===== src/rtl/pico_result_requester.sv =====
// pico_result_requester
//   Requests one result byte at a time from a PicoBlaze program and queues the
//   captured bytes in a small first-word-fall-through FIFO.
//
//   Handshake: an accepted req raises start_pico. The program answers with a
//   rising pico_done while pico_data holds the result. The byte is captured on
//   that edge and start_pico drops. The FSM then waits for pico_done to fall
//   before it accepts another request. Each wait is bounded by TIMEOUT_CYCLES.
//   On expiry the FSM returns to idle and raises the sticky timeout_err.
//
// Ports
//   clk, reset_n          clock, synchronous active-low reset
//   req                   request one result byte (honoured only in IDLE, FIFO not full)
//   pico_done, pico_data  done flag and result byte from the PicoBlaze program
//   rd_en                 pop the FIFO head (ignored when empty)
//   start_pico            start level to the PicoBlaze program
//   busy                  FSM not in IDLE
//   dout, empty, full     FIFO head (fall-through) and status
//   count                 FIFO occupancy
//   timeout_err           sticky; cleared by the next accepted req
module pico_result_requester #(
    parameter int TIMEOUT_CYCLES = 65535,
    parameter int FIFO_DEPTH     = 4
) (
    input  logic                          clk,
    input  logic                          reset_n,
    input  logic                          req,
    input  logic                          pico_done,
    input  logic [7:0]                    pico_data,
    input  logic                          rd_en,
    output logic                          start_pico,
    output logic                          busy,
    output logic [7:0]                    dout,
    output logic                          empty,
    output logic                          full,
    output logic [$clog2(FIFO_DEPTH):0]   count,
    output logic                          timeout_err
);

    localparam int PW = $clog2(FIFO_DEPTH);
    localparam int CW = PW + 1;
    localparam int TW = $clog2(TIMEOUT_CYCLES + 1);
    localparam logic [TW-1:0] TMAX = TW'(TIMEOUT_CYCLES - 1);

    typedef enum logic [1:0] {IDLE, ASSERT, WAIT_DONE, RELEASE} state_t;

    state_t          state_q, state_d;
    logic [TW-1:0]   timer_q, timer_d;
    logic            pico_done_q, pico_done_d;
    logic            timeout_err_q, timeout_err_d;
    logic            start_pico_q, start_pico_d;
    logic            busy_q, busy_d;
    logic [7:0]      mem_q [FIFO_DEPTH];
    logic [7:0]      mem_d [FIFO_DEPTH];
    logic [PW-1:0]   wr_ptr_q, wr_ptr_d, rd_ptr_q, rd_ptr_d, rd_nxt;
    logic [CW-1:0]   count_q, count_d;
    logic            empty_q, empty_d, full_q, full_d;
    logic [7:0]      dout_q, dout_d;
    logic            done_edge, wr, pop;

    // The registered copy resets high, so a done flag that is already high
    // when reset is released never counts as a fresh edge.
    assign done_edge   = pico_done && !pico_done_q;
    assign pico_done_d = pico_done;

    // Control FSM and wait timer
    always_comb begin
        state_d       = state_q;
        timer_d       = timer_q;
        timeout_err_d = timeout_err_q;
        wr            = 1'b0;
        unique case (state_q)
            IDLE: begin
                if (req && !full_q) begin
                    state_d       = ASSERT;
                    timeout_err_d = 1'b0;
                end
            end
            ASSERT: state_d = WAIT_DONE;
            WAIT_DONE: begin
                if (done_edge) begin
                    wr      = 1'b1;
                    state_d = RELEASE;
                end else if (timer_q == TMAX) begin
                    timeout_err_d = 1'b1;
                    state_d       = IDLE;
                end
            end
            RELEASE: begin
                if (!pico_done) begin
                    state_d = IDLE;
                end else if (timer_q == TMAX) begin
                    timeout_err_d = 1'b1;
                    state_d       = IDLE;
                end
            end
            default: state_d = IDLE;
        endcase

        // Cleared on every state change, counts only in the wait states and
        // saturates at the expiry value.
        if (state_d != state_q) begin
            timer_d = '0;
        end else if ((state_q == WAIT_DONE || state_q == RELEASE) && timer_q != TMAX) begin
            timer_d = timer_q + 1'b1;
        end

        start_pico_d = (state_d == ASSERT) || (state_d == WAIT_DONE);
        busy_d       = (state_d != IDLE);
    end

    // Result FIFO. dout is a register that always shows the head after the update.
    always_comb begin
        pop      = rd_en && !empty_q;
        mem_d    = mem_q;
        wr_ptr_d = wr_ptr_q;
        rd_ptr_d = rd_ptr_q;
        count_d  = count_q;
        dout_d   = dout_q;
        rd_nxt   = rd_ptr_q + 1'b1;

        if (wr) begin
            mem_d[wr_ptr_q] = pico_data;
            wr_ptr_d        = wr_ptr_q + 1'b1;
        end
        if (pop) rd_ptr_d = rd_nxt;

        unique case ({wr, pop})
            2'b10:   count_d = count_q + 1'b1;
            2'b01:   count_d = count_q - 1'b1;
            default: count_d = count_q;
        endcase

        if (pop) begin
            // Popping the last entry: the new head is the byte being written
            // this cycle. If nothing is written, dout keeps its old value.
            if (count_q == CW'(1)) begin
                if (wr) dout_d = pico_data;
            end else begin
                dout_d = mem_q[rd_nxt];
            end
        end else if (wr && empty_q) begin
            dout_d = pico_data;
        end

        empty_d = (count_d == '0);
        full_d  = (count_d == CW'(FIFO_DEPTH));
    end

    always_ff @(posedge clk) begin
        if (!reset_n) begin
            state_q       <= IDLE;
            timer_q       <= '0;
            pico_done_q   <= 1'b1;
            timeout_err_q <= 1'b0;
            start_pico_q  <= 1'b0;
            busy_q        <= 1'b0;
            mem_q         <= '{default: '0};
            wr_ptr_q      <= '0;
            rd_ptr_q      <= '0;
            count_q       <= '0;
            empty_q       <= 1'b1;
            full_q        <= 1'b0;
            dout_q        <= 8'h00;
        end else begin
            state_q       <= state_d;
            timer_q       <= timer_d;
            pico_done_q   <= pico_done_d;
            timeout_err_q <= timeout_err_d;
            start_pico_q  <= start_pico_d;
            busy_q        <= busy_d;
            mem_q         <= mem_d;
            wr_ptr_q      <= wr_ptr_d;
            rd_ptr_q      <= rd_ptr_d;
            count_q       <= count_d;
            empty_q       <= empty_d;
            full_q        <= full_d;
            dout_q        <= dout_d;
        end
    end

    assign start_pico  = start_pico_q;
    assign busy        = busy_q;
    assign dout        = dout_q;
    assign empty       = empty_q;
    assign full        = full_q;
    assign count       = count_q;
    assign timeout_err = timeout_err_q;

endmodule


===== config.mk =====
export PLATFORM = sky130hd
export DESIGN_NAME = pico_result_requester
export DESIGN_NICKNAME = d
export VERILOG_FILES = /design/src/rtl/pico_result_requester.sv
export SDC_FILE = /design/constraint.sdc
export NUM_CORES = 1
export LEC_CHECK = 0
export CORE_UTILIZATION = 44
export CTS_BUF_LIST = sky130_fd_sc_hd__clkbuf_4 sky130_fd_sc_hd__clkbuf_8 sky130_fd_sc_hd__clkbuf_16
export CTS_CLUSTER_SIZE = 10
export DETAILED_ROUTE_END_ITERATION = 6
export GPL_TIMING_DRIVEN = 0
export SLEW_MARGIN = 30
export SYNTH_ARGS = -nofsm -noshare
export SYNTH_HDL_FRONTEND = slang
export SYNTH_SLANG_ARGS = --single-unit

===== constraint.sdc =====
create_clock -name clk -period 4.68 [get_ports clk]
set_input_delay 0.702 -clock clk [delete_from_list [all_inputs] [get_ports clk]]
set_output_delay 0.702 -clock clk [all_outputs]
set_load 0.005 [all_outputs]

==> results.ini <==
[sta]
skew_ps=7.42
fin_tns_setup_ps=0
fmax_ghz=0.313
relSlewSlack=0.519
finalSetupViolCount=0
min_period_over_period=0.683
maxSlewViolCount=0
tightestPinTransition_ps=722
period_minus_slack_ps=3200
finalHoldViolCount=0
rsz0062_at_grt=false

[layout]
area_delta_synth_final_pct=18.4
drive_above_1_share=0.0916
final_cell_mix=71 x dfxtp_1, 44 x nand2_1, 41 x nand3_1
antenna_cells=0
final_util=0.537
fill_cells=699
final_area_sq_um=3890
multi_input_area_sq_um=1720
register_area_sq_um=1420
layout_commonest_cell=dfxtp_1
num-nets-final=435

[drt]
ant_nets=0
vias_per_cell=5.30
first_pass_iters=4
wl_um=7460
vias=2723
initialDrtViolationCount=137
drcViolationCount=0
route.detailed.wl_per_inst_um=14.5

[power]
leakage_nw=1.31
power.density_nw_per_um2=306
peakVddDrop_v=0.000165

[global_route]
grt_use_total=0.210
grt_pass1_wl_um=12300
antenna_found_initial=0
grt_max_degree=12
grt_pass1_vias=2559
grt_overflow=0

[floorplanning]
die_y_um=88.4
core-area_sq_um=7250
die_w_um=88.4
ioPinCount=29
initial_utilization=0.453
die-area_sq_um=7820
rows=31

[clocking]
cts_buffer_depth=2
clkTransAtPathRegs_ps=70
cts_made_buffers=9
postCtsHoldBufs=0
h-tree-depth=3
numClockSinks=71
cts_tree=yes
postCtsSetupBuffers=0
cts_root_buf=clkbuf_8
post_cts_resize_count=0
clk_latency_ps=340

[synthesis]
async_flop_share=0
ys.flop_type=dfxtp_1
ys_types=43
syn-cell-area_sq_um=3290
synth_nets=396
synth_cells=371
synth-edff-count=0
synth_seq_cells=71
synth_area_per_cell_sq_um=8.86
ys_seq_area_frac=0.432
ys_warn_count=0

[status]
outcome=finished, final reports clean

[critical_path]
start_kind=input port
worstPathRequired_ps=4940
critPathMaxFanout=10
worstSetupPathType=input port to register
cp.arrival_ps=3450
end_kind=register

[placement]
hpwl_um=5150
post_dp_cell_area_sq_um=3690
gp_congestion=0.767
port_buffers=28

[hold_path]
hold_class=register to register

[run]
cap_viol_max_count=0

[routing by layer]
metal,track usage,part of all wire
met1,0.277,0.48
met2,0.344,0.47
met3,0.0588,0.051
met4,0.0469,0.0071
met5,0,0
[report_power, final]
| group | internal [W] | leakage [nW] | total [W] | switching (W) |
|---|---|---|---|---|
| sequential | 0.000614 | 0.573 | 0.000619 | 0.00000487 |
| clock | 0.000256 | 0.102 | 0.000480 | 0.000224 |
| combinational | 0.0000415 | 0.630 | 0.0000931 | 0.0000516 |
[final cells by class]
class | instances | area share
tap | 99 | 0.0318
inverter | 13 | 0.0125
sequential | 71 | 0.365
timing repair buffer | 28 | 0.0720
buffer | 22 | 0.0254
clock inverter | 2 | 0.00321
clock buffer | 14 | 0.0479
multi-input combinational | 265 | 0.442
[final timing paths]
kind | slack (ps) | to | cells after the start | start
setup reg to reg | 1910 | dout[6] | 10 | state_q[0]
setup / recovery | 1480 | dout[6] | 10 | pico_done
hold reg to reg | 450 | mem_q[27] | 2 | mem_q[27]
hold / removal | 450 | mem_q[27] | 2 | mem_q[27]
[worst max-delay path: stages]
cell	delay, ps
clkdlybuf4s50_1	550
nor4bb_1	270
buf_2	190
clkbuf_1	430
inv_1	110
ha_1	290
a21oi_2	410
buf_4	250
nor2_1	50
a211oi_1	190
[cell usage after synthesis, drive strengths merged (7+ instances only)]
cell / count / area, sq um
dfxtp: 71 / 1420
nand2: 44 / 165
nand3: 41 / 205
a21oi: 40 / 208
nor2: 36 / 135
clkbuf: 15 / 56.3
inv: 13 / 48.8
ha: 12 / 150
xnor2: 10 / 87.6
a211oi: 9 / 67.6
mux2i: 9 / 90.1
mux4: 8 / 180
buf: 7 / 42.5
nand4: 7 / 58.8
nor3: 7 / 35.0
xor2: 7 / 61.3
[registers in the layout (all words and copies together) (netlist names)]
signal       count
mem_q           32
timer_q         16
dout             8
count            3
rd_ptr_q         2
state_q          2
wr_ptr_q         2
busy             1
empty            1
full             1
pico_done_q      1
start_pico       1
timeout_err      1
[cells by family after synthesis]
logic type	Yosys count	share of synthesized area
DFF	71	0.432
and+or+nand+nor	156	0.231
buffers and inverters	35	0.0449
muxes	18	0.0856
AOI/OAI and AO/OA	62	0.115
xor gates and xnor gates	17	0.0453
adders and majority gates	12	0.0457
[per-stage QoR]
stage	worst slack (ps)	instances	total power (W)	hold WS [ps]
after floorplan	2230	371	0.000683	433
after global placement	1130	498	0.000726	439
after detailed placement	1140	498	0.000726	446
after CTS	1470	514	0.00120	456
after global routing	1170	514	0.00124	476
final	1480	514	0.00119	453
No activity file was read; power rests on OpenSTA's default activity.
